$ cat config.mk
export PLATFORM = sky130hd
export DESIGN_NAME = note_envelope_fader_flat
export DESIGN_NICKNAME = d
export VERILOG_FILES = /design/src/rtl/note_envelope_fader_if.sv /design/src/rtl/note_envelope_fader.sv /design/src/flat_wrapper.sv
export SDC_FILE = /design/constraint.sdc
export NUM_CORES = 1
export LEC_CHECK = 0
export BUFFER_PORTS_ARGS = -buffer_cell sky130_fd_sc_hd__buf_2
export CAP_MARGIN = 0
export CORE_ASPECT_RATIO = 0.9
export CORE_UTILIZATION = 62
export CTS_BUF_LIST = sky130_fd_sc_hd__clkbuf_16
export CTS_CLUSTER_DIAMETER = 100
export DETAILED_ROUTE_END_ITERATION = 10
export PLACE_DENSITY = 0.81
export SYNTH_ARGS = -nofsm -noshare
export SYNTH_HDL_FRONTEND = slang
export SYNTH_SLANG_ARGS = --single-unit
$ cat constraint.sdc
create_clock -name CLOCK_50 -period 7.9 [get_ports CLOCK_50]
set_input_delay 0.395 -clock CLOCK_50 [delete_from_list [all_inputs] [get_ports CLOCK_50]]
set_output_delay 0.395 -clock CLOCK_50 [all_outputs]
set_load 0.05 [all_outputs]
$ cat src/rtl/note_envelope_fader_if.sv
// Sample bus toward the audio controller: write strobe, allow flag, and the two signed channel samples.
interface note_envelope_fader_if;
  logic               write_audio_out;
  logic               audio_out_allowed;
  logic signed [31:0] left_channel_audio_out;
  logic signed [31:0] right_channel_audio_out;

  modport master (
    output write_audio_out,
    output left_channel_audio_out,
    output right_channel_audio_out,
    input  audio_out_allowed
  );

  modport slave (
    input  write_audio_out,
    input  left_channel_audio_out,
    input  right_channel_audio_out,
    output audio_out_allowed
  );
endinterface

$ cat src/rtl/note_envelope_fader.sv
// ADSR envelope over a square tone; samples follow env_level/square_in through 2 register stages.
// Samples hold while audio_out_allowed is low; write strobe = allowed & pipeline valid.
module note_envelope_fader #(
  parameter int unsigned TICK_DIV      = 50000,
  parameter int unsigned ATTACK_STEP   = 1311,
  parameter int unsigned DECAY_STEP    = 328,
  parameter int unsigned SUSTAIN_LEVEL = 39321,
  parameter int unsigned RELEASE_STEP  = 131,
  parameter int unsigned PEAK_AMP      = 10000000
) (
  input  logic                  CLOCK_50,
  input  logic                  resetn,
  input  logic                  note_on,
  input  logic                  square_in,
  note_envelope_fader_if.master aud,
  output logic [15:0]           env_level,
  output logic                  busy
);

  localparam int CNT_W = (TICK_DIV > 2) ? $clog2(TICK_DIV) : 1;

  typedef enum logic [2:0] {
    ST_IDLE,
    ST_ATTACK,
    ST_DECAY,
    ST_SUSTAIN,
    ST_RELEASE
  } state_t;

  state_t             state_q, state_d;
  logic [15:0]        level_q, level_d;
  logic [CNT_W-1:0]   tick_cnt_q, tick_cnt_d;
  logic               note_q;
  logic               busy_q;
  logic [39:0]        prod_q;
  logic               pol_q;
  logic signed [31:0] sample_q, sample_d;
  logic [1:0]         vld_q;

  logic               tick;
  logic [16:0]        att_sum;
  logic [15:0]        att_lvl, dec_lvl, rel_lvl;
  logic [23:0]        mag;
  logic signed [31:0] mag_ext;

  assign tick       = (tick_cnt_q == CNT_W'(TICK_DIV - 1));
  assign tick_cnt_d = tick ? '0 : tick_cnt_q + CNT_W'(1);

  // Clamped step results; each compare is done before the subtraction so nothing wraps.
  assign att_sum = {1'b0, level_q} + 17'(ATTACK_STEP);
  assign att_lvl = att_sum[16] ? 16'hFFFF : att_sum[15:0];
  assign dec_lvl = ({1'b0, level_q} < (17'(DECAY_STEP) + 17'(SUSTAIN_LEVEL)))
                 ? 16'(SUSTAIN_LEVEL) : level_q - 16'(DECAY_STEP);
  assign rel_lvl = ({1'b0, level_q} < 17'(RELEASE_STEP))
                 ? 16'd0 : level_q - 16'(RELEASE_STEP);

  // Gate events compare the registered gate with whether the voice is sounding,
  // so a gate change reaches the state register on the second edge.
  always_comb begin
    state_d = state_q;
    level_d = level_q;
    case (state_q)
      ST_IDLE: begin
        level_d = 16'd0;
        if (note_q) state_d = ST_ATTACK;
      end
      ST_ATTACK: begin
        if (!note_q)                  state_d = ST_RELEASE;
        else if (level_q == 16'hFFFF) state_d = ST_DECAY;
        else if (tick)                level_d = att_lvl;
      end
      ST_DECAY: begin
        if (!note_q)                             state_d = ST_RELEASE;
        else if (level_q <= 16'(SUSTAIN_LEVEL))  state_d = ST_SUSTAIN;
        else if (tick)                           level_d = dec_lvl;
      end
      ST_SUSTAIN: begin
        if (!note_q) state_d = ST_RELEASE;
      end
      ST_RELEASE: begin
        if (note_q) begin
          state_d = ST_ATTACK;
        end else if (tick) begin
          if (level_q == 16'd0) state_d = ST_IDLE;
          else                  level_d = rel_lvl;
        end
      end
      default: begin
        state_d = ST_IDLE;
        level_d = 16'd0;
      end
    endcase
  end

  assign mag      = 24'(prod_q >> 16);
  assign mag_ext  = {8'd0, mag};
  assign sample_d = pol_q ? mag_ext : -mag_ext;

  always_ff @(posedge CLOCK_50 or negedge resetn) begin
    if (!resetn) begin
      state_q    <= ST_IDLE;
      level_q    <= 16'd0;
      tick_cnt_q <= '0;
      note_q     <= 1'b0;
      busy_q     <= 1'b0;
      prod_q     <= 40'd0;
      pol_q      <= 1'b0;
      sample_q   <= 32'sd0;
      vld_q      <= 2'b00;
    end else begin
      state_q    <= state_d;
      level_q    <= level_d;
      tick_cnt_q <= tick_cnt_d;
      note_q     <= note_on;
      busy_q     <= (state_q != ST_IDLE);
      prod_q     <= 40'(PEAK_AMP) * 40'(level_q);
      pol_q      <= square_in;
      vld_q      <= {vld_q[0], 1'b1};
      if (aud.audio_out_allowed) sample_q <= sample_d;
    end
  end

  assign aud.write_audio_out         = aud.audio_out_allowed & vld_q[1];
  assign aud.left_channel_audio_out  = sample_q;
  assign aud.right_channel_audio_out = sample_q;
  assign env_level                   = level_q;
  assign busy                        = busy_q;

endmodule

$ cat src/flat_wrapper.sv
// flat-port wrapper written by rule: the top's interface ports become plain ports
module note_envelope_fader_flat 
#(
  parameter int unsigned TICK_DIV      = 50000,
  parameter int unsigned ATTACK_STEP   = 1311,
  parameter int unsigned DECAY_STEP    = 328,
  parameter int unsigned SUSTAIN_LEVEL = 39321,
  parameter int unsigned RELEASE_STEP  = 131,
  parameter int unsigned PEAK_AMP      = 10000000
)
  (CLOCK_50, resetn, note_on, square_in, env_level, busy, aud_write_audio_out, aud_left_channel_audio_out, aud_right_channel_audio_out, aud_audio_out_allowed);
  note_envelope_fader_if aud_i ();
  input  logic CLOCK_50;
  input  logic resetn;
  input  logic note_on;
  input  logic square_in;
  output logic [15:0] env_level;
  output logic busy;
  output wire logic [$bits(aud_i.write_audio_out)-1:0] aud_write_audio_out;
  output wire logic [$bits(aud_i.left_channel_audio_out)-1:0] aud_left_channel_audio_out;
  output wire logic [$bits(aud_i.right_channel_audio_out)-1:0] aud_right_channel_audio_out;
  input wire logic [$bits(aud_i.audio_out_allowed)-1:0] aud_audio_out_allowed;
  assign aud_write_audio_out = aud_i.write_audio_out;
  assign aud_left_channel_audio_out = aud_i.left_channel_audio_out;
  assign aud_right_channel_audio_out = aud_i.right_channel_audio_out;
  assign aud_i.audio_out_allowed = aud_audio_out_allowed;
  note_envelope_fader #(.TICK_DIV(TICK_DIV), .ATTACK_STEP(ATTACK_STEP), .DECAY_STEP(DECAY_STEP), .SUSTAIN_LEVEL(SUSTAIN_LEVEL), .RELEASE_STEP(RELEASE_STEP), .PEAK_AMP(PEAK_AMP)) u_core (.CLOCK_50(CLOCK_50), .resetn(resetn), .note_on(note_on), .square_in(square_in), .aud(aud_i), .env_level(env_level), .busy(busy));
endmodule
**After elaboration in Yosys (flattened, before gate mapping)**

Index checks and enable logic that the tools add are counted.

- Output and inout bits: 82
- Bits of input ports: 5
- Word-level logic and storage cells: 71
- Bits in registers: 105

- Equal/unequal tests: 21
- Bitwise operators: 2
- Order comparisons: 3
- Mux-type cells: 25
- Reduce and logical (&&, ||, !) cells: 5
- $add $sub $neg: 5
- Multipliers: 1

Operators by type and width:

| kind | count |
|---|---|
| $mux 16 | 13 |
| $pmux 16 s4 | 1 |
| $mul 17x16->33 const A | 1 |
| $eq 16x16->1 const B | 2 |
| $mux 32 | 1 |
| $neg 24->32 | 1 |
| $mux 3 | 9 |
| $add 16x11->17 const B | 1 |
| $add 16x1->16 const B | 1 |
| $le 16x16->1 const B | 1 |
| $logic_not 16->1 | 1 |
| $lt 16x16->1 const B | 1 |
| $lt 16x8->1 const B | 1 |
| $sub 16x8->16 const B | 1 |
| $sub 16x9->16 const B | 1 |
| $pmux 3 s5 | 1 |
| $ne 2x1->1 const B | 6 |
| $ne 2x2->1 const B | 5 |
| $reduce_and 10->1 | 1 |
| $eq 3x2->1 const B | 2 |
| $ne 3x1->1 const B | 2 |
| $ne 3x3->1 const B | 2 |
| $reduce_and 6->1 | 1 |
| $eq 3x1->1 const B | 1 |
| other kinds (5) | 5 |

**Depth between registers and ports, before layout**

Gate-level depths: netlist (run 1).

- Depth after elaboration: 6
- Depth in mapped cells: 21
- Mapped depth without buffers: 21

**Least setup slack after synthesis (run 1)**

OpenSTA, ideal clock, no wires.

- Path kind: reg2reg
- Start point: reg u_core.level_q[14], in the netlist u_core.env_level[14]
- End point: reg u_core.prod_q[35]
- Clock period less this slack: 6.022 ns
- Buffers on the path: 0
- Setup slack: 1.878 ns
- Library setup time: 0.080 ns
- Required time: 7.820 ns
- Cell stages (with the launch flop): 20
- Data arrival time: 5.942 ns
- Path through: dfrtp_1 inv_1 ha_1 inv_1 fa_1 inv_1 fa_1 fa_1 fa_1 inv_1 fa_1 inv_1 ha_1 and3_1 and3_1 a32oi_1 o311ai_0 a31o_2 a311oi_1 xnor2_1

- Word-level cells in the longest chain between the ends: 1

Ends and longest elaborated chain:

| element | RTL line | text |
|---|---|---|
| from (decl) | note_envelope_fader.sv:31 | `logic [15:0] level_q, level_d;` |
| from (signal assigned) | note_envelope_fader.sv:112 | `level_q <= level_d;` |
| $mul 17x16->33 | note_envelope_fader.sv:116 | `prod_q <= 40'(PEAK_AMP) * 40'(level_q);` |
| to (signal assigned) | note_envelope_fader.sv:116 |  |
| to (decl) | note_envelope_fader.sv:35 | `logic [39:0] prod_q;` |

No other way between the ends.
A chain may end at the register's enable or synchronous reset.

**Worst setup path in the final report (run 1)**

- Start point: reg u_core.level_q[13], in the netlist u_core.env_level[13]
- End point: reg u_core.prod_q[39]

The elaborated chain is that of the path after synthesis.

==> flow_summary.toml, run 1 <==
[final_layout]
nets = 1375
areaGrowthSynthToFinish_pct = 7.08
fillers = 1198
mostFrequentLayoutCells = "ha_1 (177), inv_1 (150), dfrtp_1 (96)"
n_antenna_cell = 0
fin_cells = 1336
final_area_mm2 = 0.0108
final_common_cell = "ha_1"
final_util_pct = 69.0
layout-drive-gt1-share_pct = 10.9

[clock_tree]
clk_latency_ps = 360
postCtsSetupBuffers = 0
cts_inserted_buffers = 9
cts_tree = "done"
cts_resized = 0
cts.htree.levels = 3
cts_buffer_depth = 2
clkSinkCount = 96
ctsHoldBuffers = 0
root_buffer = "clkbuf_16"
clk_pin_slew_ps = 80

[floorplanning]
die_w_um = 136
start_util_pct = 64.4
die_area_mm2 = 0.0168
design.core.area_mm2 = 0.0157
pin_count = 87
rows = 43
dieHeight_um = 123

[sta]
setup_viol = 0
rsz0062_at_grt = "false"
fin_crit_ps = 6490
hold_viol = 0
finalSetupTns_ps = 0
max_freq_mhz = 154
finalMaxSlewViolations = 0
worst_pin_slew_ps = 1180
skew_ps = 11.1
fin_crit_sh_pct = 82.2
max_slew_margin_pct = 20.4

[synthesis]
synth_top_area_share_pct = 23.8
seq_area_frac_synth_pct = 23.8
ys.flop_type = "dfrtp_1"
syn_area_mm2 = 0.0101
synth.net_count = 1330
ys_seq_elements = 96
syn_inst = 1084
synth_warnings = 0
synth_enable_flop_cells = 0
synthArstFlopShare_pct = 100
ys_types = 69
yosys.area.top_type = "dfrtp_1"
syn-mean-instance-area_um2 = 9.31
ys_top_cells_by_area = "dfrtp_1 (24%), ha_1 (22%), fa_1 (13%), inv_1 (5.6%), a21oi_1 (4.6%)"

[worst_setup_path]
required_ps = 8130
arrival_ps = 6730
startpoint_type = "flop"
path_max_fanout = 12
endpoint_kind = "flop"
max_stage_delay_ps = 960
worstSetupPathType = "reg -> reg"
path_cells = "inv_1 > ha_1 > inv_1 > fa_1 > inv_1 > fa_1 > inv_1 > fa_1 > inv_1 > fa_1 > fa_1 > ha_1 > and3_1 > o211ai_1 > o311ai_0 > a31o_2 > a41oi_1 > xnor2_1"
cp_slowest_cell = "o311ai_0"

[drt]
avgRoutedWirePerCell_um = 17.7
routed_via_density = 6.03
drc_errors = 0
drt_wl_total_um = 23600
vias = 8051
postRouteAntennaNets = 0
first_iter_violations = 728
dr.pass1.iters = 6

[placement]
hpwl_um = 18100
globalplace.congestion = 0.959
portBuffers = 86
place_area_mm2 = 0.0105
placed_cells = 1320

[flow_run]
drv_cap = 0

[global_route]
grt_start_max_net_pins = 60
met1_usage_pct = 40.7
use_met3_pct = 6.31
antenna_found_initial = 0
track_usage_pct = 29.5
grt_pass1_wl_um = 38100
use_met2_pct = 46.5
grt_pass1_vias = 7605
gr-total-overflow = 0
busiest_layer = "met2"

[status]
outcome = "finished, final reports clean"

[worst_hold_path]
hp-class = "in -> async"
[state kept, by name, summed over array words and instances (netlist names)]
signal,flops
u_core.note_q,1
u_core.vld_q,2
u_core.prod_q,24
u_core.pol_q,1
u_core.aud.left_channel_audio_out,32
u_core.env_level,16
u_core.busy,1
u_core.state_q,3
u_core.tick_cnt_q,16
[worst paths after layout]
| path | start | end | slack, ps | depth (start not counted) |
|---|---|---|---|---|
| min | resetn | u_core.tick_cnt_q[12]$_DFF_PN0_ | 10 | 1 |
| min in group CLOCK_50 | note_on | u_core.note_q$_DFF_PN0_ | 140 | 1 |
| max in group asynchronous | resetn | u_core.aud.left_channel_audio_out[7]$_DFFE_PN0P_ | 6770 | 2 |
| max | u_core.env_level[13]$_DFFE_PN0P_ | u_core.prod_q[39]$_DFF_PN0_ | 1410 | 18 |
| max reg2reg | u_core.env_level[13]$_DFFE_PN0P_ | u_core.prod_q[39]$_DFF_PN0_ | 1410 | 18 |
| min reg2reg | u_core.vld_q[0]$_DFF_PN0_ | u_core.vld_q[1]$_DFF_PN0_ | 350 | 0 |
[cell usage after synthesis (7+ instances only)]
| cell type | number |
|---|---|
| xnor2_1 | 43 |
| nand4_1 | 7 |
| o21a_1 | 7 |
| fa_1 | 64 |
| and3_1 | 10 |
| nand2_1 | 41 |
| a31oi_1 | 9 |
| o21ai_0 | 42 |
| clkbuf_1 | 21 |
| inv_1 | 150 |
| nor2_1 | 79 |
| a21oi_1 | 92 |
| nor3_1 | 15 |
| xor2_1 | 19 |
| buf_4 | 32 |
| nand2b_1 | 9 |
| nand3_1 | 24 |
| a21o_1 | 12 |
| dfrtp_1 | 96 |
| o31ai_1 | 8 |
| a211oi_1 | 7 |
| ha_1 | 177 |
[through the flow]
| stage | hold WS (ps) | setup WS (ps) |
|---|---|---|
| after floorplan | 99.4 | 1880 |
| after global placement | 332 | 1810 |
| after detailed placement | 337 | 1600 |
| after CTS | 17.5 | 1490 |
| after global routing | 29.9 | 1170 |
| final | 9.99 | 1410 |
[metal layers]
layer  part of all wire, %  routed length [µm]  vias to the layer above
met5                     0                   0                        -
met4                   1.5                 365                        0
met3                   7.8                1840                       37
met2                    47               11000                      329
met1                    44               10400                     3876
li1                      -                   -                     3809
[critical path, delay by kind of cell (launching register included)]
kind,cells,cell delay [ps]
compound gates,4,1580
fa+ha+maj,7,3300
simple gates,1,160
buf+inv,5,510
xor+xnor,1,170
flops,1,640
[area by class of cell]
type / instances / area (µm²) / share of cell area (%)
tap: 202 / 253 / 2.34
clock buffer: 9 / 225 / 2.09
clock inverter: 7 / 91.3 / 0.846
timing repair buffer: 92 / 478 / 4.42
inverter: 150 / 563 / 5.21
multi-input combinational: 780 / 6790 / 62.9
sequential: 96 / 2400 / 22.2
[logic make-up (layout without fill, tap and decap cells)]
group / Yosys count / count (layout) / share of synthesized area [%]
multiplexers: 2 / 2 / 0.211
XOR/XNOR: 62 / 62 / 5.38
other: 1 / 1 / 0.0372
adder cells (fa/ha/maj): 241 / 241 / 34.7
AND/OR/NAND/NOR: 225 / 225 / 10.9
AO/OA/AOI/OAI: 249 / 249 / 16.0
flip-flops: 96 / 96 / 23.8
buffers and inverters: 208 / 258 / 8.96
Power of run 1 is not shown: default switching activity piles up to over one toggle a cycle in this logic, so the estimate is an artifact.
==> inputs of run 2 (changes only) <==
Clock period 7.9 ns to 6 ns, I/O delays scaled along.
==> flow_summary.toml, run 2 (same netlist as run 1, synthesis figures left out) <==
[status]
outcome = "finished, final reports clean"

[worst_hold_path]
hold_depth = 1
hp-class = "in -> reg"
hp-start = "square_in"
holdPathEnd = "u_core.pol_q$_DFF_PN0_"

[sta]
setup_viol = 0
rsz0062_at_grt = "false"
fin_crit_sh_pct = 95.5
hold_viol = 0
fin_crit_ps = 5730
skew_ps = 16.1
finalSetupTns_ps = 0
max_slew_margin_pct = 19.4
max_freq_mhz = 174
finalMaxSlewViolations = 0
worst_pin_slew_ps = 1180

[flow_run]
drv_cap = 0

[global_route]
use_met2_pct = 48.4
met1_usage_pct = 41.8
grt_pass1_wl_um = 39800
gr-total-overflow = 0
busiest_layer = "met2"
track_usage_pct = 30.8
grt_pass1_vias = 7965
use_met3_pct = 6.31
grt_start_max_net_pins = 60
antenna_found_initial = 0

[floorplanning]
dieHeight_um = 123
die_w_um = 136
design.core.area_mm2 = 0.0157
die_area_mm2 = 0.0168
pin_count = 87
start_util_pct = 64.4
rows = 43

[final_layout]
layout-drive-gt1-share_pct = 13.4
nets = 1403
largest_reg_flops = 32
final_area_mm2 = 0.0110
areaGrowthSynthToFinish_pct = 9.14
mostFrequentLayoutCells = "ha_1 (176), inv_1 (149), dfrtp_1 (93)"
n_antenna_cell = 0
final_common_cell = "ha_1"

[clock_tree]
root_buffer = "clkbuf_16"
cts_tree = "done"
clk_latency_ps = 370
cts.htree.levels = 3
clkSinkCount = 96
cts_inserted_buffers = 9
clk_pin_slew_ps = 70
cts_buffer_depth = 2

[drt]
drc_errors = 0
avgRoutedWirePerCell_um = 17.9
first_iter_violations = 884
routed_via_density = 6.08
postRouteAntennaNets = 0
vias = 8294
drt_wl_total_um = 24400
dr.pass1.iters = 7

[placement]
place_area_mm2 = 0.0107
globalplace.congestion = 0.954
portBuffers = 86
hpwl_um = 18500

[worst_setup_path]
rr_endpoint = "u_core.prod_q[35]$_DFF_PN0_"
path_max_fanout = 5
worstSetupPathType = "reg -> reg"
endpoint_kind = "flop"
startpoint_type = "flop"
rr_startpoint = "u_core.env_level[14]$_DFFE_PN0P_"
arrival_ps = 6020
required_ps = 6280
rrSetupSlack_ps = 270
rr_worst_depth = 20
## run 2: cell count changes in the layout (fill, tap and decap cells not counted), sizes merged
| cell | before | now |
|---|---|---|
| clkinv | 3 | 4 |
| dlygate4sd3 | 0 | 1 |
| inv | 154 | 151 |
| buf | 92 | 119 |
| clkinvlp | 0 | 2 |
## run 2: how the worst max path moves through the flow
stage,from,end,slack (ps),cells past startpoint
2_1_floorplan,u_core.env_level[13]$_DFFE_PN0P_,u_core.prod_q[39]$_DFF_PN0_,70,18
3_3_place_gp,u_core.env_level[12]$_DFFE_PN0P_,u_core.prod_q[37]$_DFF_PN0_,370,20
3_5_place_dp,u_core.env_level[12]$_DFFE_PN0P_,u_core.prod_q[37]$_DFF_PN0_,180,20
4_1_cts,u_core.env_level[12]$_DFFE_PN0P_,u_core.prod_q[37]$_DFF_PN0_,80,20
5_1_grt,u_core.env_level[12]$_DFFE_PN0P_,u_core.prod_q[35]$_DFF_PN0_,20,20
6_report,u_core.env_level[14]$_DFFE_PN0P_,u_core.prod_q[35]$_DFF_PN0_,270,20
## run 2: area by class of cell
class	instances	area [µm²]
Multi-Input combinational cell	780	6800
Timing Repair Buffer	120	691
Fill cell	1182	4650
Tap cell	202	253
Clock buffer	9	225
Clock inverter	7	66.3
Sequential cell	96	2410
Inverter	150	567
## run 2: worst max-delay path, cell delays in order (launching register included)
cell        delay [ps]
dfrtp_2            400
clkinvlp_4         150
ha_4               300
inv_1               60
fa_1               510
inv_1               60
fa_1               520
fa_1               540
fa_1               550
inv_1               60
fa_1               530
inv_1               40
ha_1               330
and3_1             200
and3_1             190
a32oi_1            120
o311ai_0           160
buf_4              190
a31o_2             270
a311oi_1           310
xnor2_1            160
## run 2: what timing repair did
| action | 4_1_cts | 5_1_grt |
|---|---|---|
| setup buffers | 0 | 3 |
| gates resized for setup | 0 | 5 |
| hold endpoints to repair | 37 | 0 |
| endpoints found under the setup margin | 0 | 8 |
| hold buffers | 1 | 0 |
## run 2: stage by stage
step / utilization (%) / worst slack (ps) / instances / hold WS [ps]
after global placement: 68.1 / 375 / 1344 / 307
final: 70.3 / 267 / 1364 / 41.5
after detailed placement: 68.1 / 180 / 1344 / 309
after global routing: 70.3 / 17.3 / 1364 / 33.3
after floorplan: - / 73.8 / 1084 / 4.41
after CTS: 70.0 / 77.9 / 1361 / 34.4
## run 2: metal layers
metal  up-vias  wire, µm
met2       384     11300
li1       3860         -
met4         0       815
met1      3967     10400
met5         -         0
met3        83      1920
Power of run 2 is left out for the same reason.
==> inputs of run 3 (changes only) <==
Settings changed: REMOVE_ABC_BUFFERS set to 1.
==> flow_summary.toml, run 3 (same netlist as run 1, synthesis figures left out) <==
[clock_tree]
cts_inserted_buffers = 9
clkSinkCount = 96
root_buffer = "clkbuf_16"
clk_pin_slew_ps = 80
cts.htree.levels = 3
clk_latency_ps = 380
cts_buffer_depth = 2
cts_tree = "done"

[flow_run]
drv_cap = 0

[floorplanning]
pin_count = 87
rows = 43
dieHeight_um = 123
start_util_pct = 64.4
die_area_mm2 = 0.0168
die_w_um = 136
design.core.area_mm2 = 0.0157

[placement]
hpwl_um = 19200
portBuffers = 86
globalplace.congestion = 0.991

[final_layout]
mostFrequentLayoutCells = "ha_1 (177), inv_1 (150), dfrtp_1 (95)"
final_common_cell = "ha_1"
layout-drive-gt1-share_pct = 13.3
nets = 1400
areaGrowthSynthToFinish_pct = 8.99
final_util_pct = 70.2
n_antenna_cell = 0
largest_reg_flops = 32

[worst_hold_path]
hp-class = "in -> reg"

[worst_setup_path]
startpoint_type = "flop"
worstSetupPathType = "reg -> reg"
path_max_fanout = 8
required_ps = 6250
arrival_ps = 5920
endpoint_kind = "flop"

[sta]
max_freq_mhz = 176
worst_pin_slew_ps = 1200
holdWs_ps = 32.0
fin_crit_sh_pct = 94.6
max_slew_margin_pct = 17.6
hold_viol = 0
fin_crit_ps = 5680
setup_viol = 0
finalMaxSlewViolations = 0
skew_ps = 13.2

[global_route]
grt_pass1_vias = 7962
track_usage_pct = 30.9
grt_start_max_net_pins = 69
grt_pass1_wl_um = 39600
antenna_found_initial = 0
gr-total-overflow = 0

[drt]
dr.pass1.iters = 6
first_iter_violations = 657
drt_wl_total_um = 24600
avgRoutedWirePerCell_um = 18.1
drc_errors = 0
postRouteAntennaNets = 0
vias = 8296
routed_via_density = 6.10

[status]
outcome = "finished, final reports clean"
## run 3: critical path, cell delays in order, from the launching register on
cell,delay [ps]
dfrtp_1,440
buf_4,210
ha_1,160
inv_1,70
fa_1,550
inv_1,70
fa_1,540
inv_1,60
fa_1,530
inv_1,60
fa_1,510
fa_1,490
ha_1,340
and3_1,170
o211ai_1,140
nor3b_1,200
o31ai_2,390
a41oi_2,250
o21ai_0,260
nand3_1,100
## run 3: layer usage
| layer | global-route usage (%) | routed length (µm) | share of wire, % | vias to the layer above |
|---|---|---|---|---|
| li1 | - | - | - | 3857 |
| met1 | 42.4 | 10800 | 44 | 4012 |
| met2 | 48.4 | 11200 | 46 | 372 |
| met3 | 7.34 | 2020 | 8.2 | 55 |
| met4 | 10.0 | 601 | 2.4 | 0 |
| met5 | 0 | 0 | 0 | - |
## run 3: cell type report
class | instances | area (µm²)
multi-input combinational | 780 | 6820
tap | 202 | 253
timing repair buffer | 117 | 668
sequential | 96 | 2400
clock inverter | 7 | 63.8
clock buffer | 9 | 225
inverter | 150 | 563
fill | 1233 | 4660
## run 3: final timing paths
check,startpoint,cells past startpoint,endpoint,slack (ps)
setup / recovery,u_core.env_level[13]$_DFFE_PN0P_,19,u_core.prod_q[38]$_DFF_PN0_,320
hold / removal,square_in,1,u_core.pol_q$_DFF_PN0_,30
setup reg to reg,u_core.env_level[13]$_DFFE_PN0P_,19,u_core.prod_q[38]$_DFF_PN0_,320
hold reg to reg,u_core.vld_q[0]$_DFF_PN0_,0,u_core.vld_q[1]$_DFF_PN0_,350
max in group asynchronous,resetn,3,u_core.env_level[15]$_DFFE_PN0P_,4350
min in group asynchronous,resetn,2,u_core.aud.left_channel_audio_out[17]$_DFFE_PN0P_,390
## run 3: repair_timing
item                                    CTS  global route
endpoints found under the hold margin    28             0
hold buffers                              1             0
buffers inserted                          0             2
endpoints found under the setup margin    1             7
gates resized for setup                   1             6
## run 3: metrics by stage
stage | setup WS (ps) | cells | instance area [µm²] | TNS (ps)
6_report | 324 | 1361 | 11000 | 0
5_1_grt | -2.54 | 1361 | 11000 | -2.54
4_1_cts | 136 | 1359 | 10900 | 0
3_5_place_dp | 44.4 | 1342 | 10700 | 0
3_3_place_gp | 304 | 1342 | 10700 | 0
2_1_floorplan | -22.2 | 1026 | 9750 | -22.2
Power of run 3 is left out for the same reason.
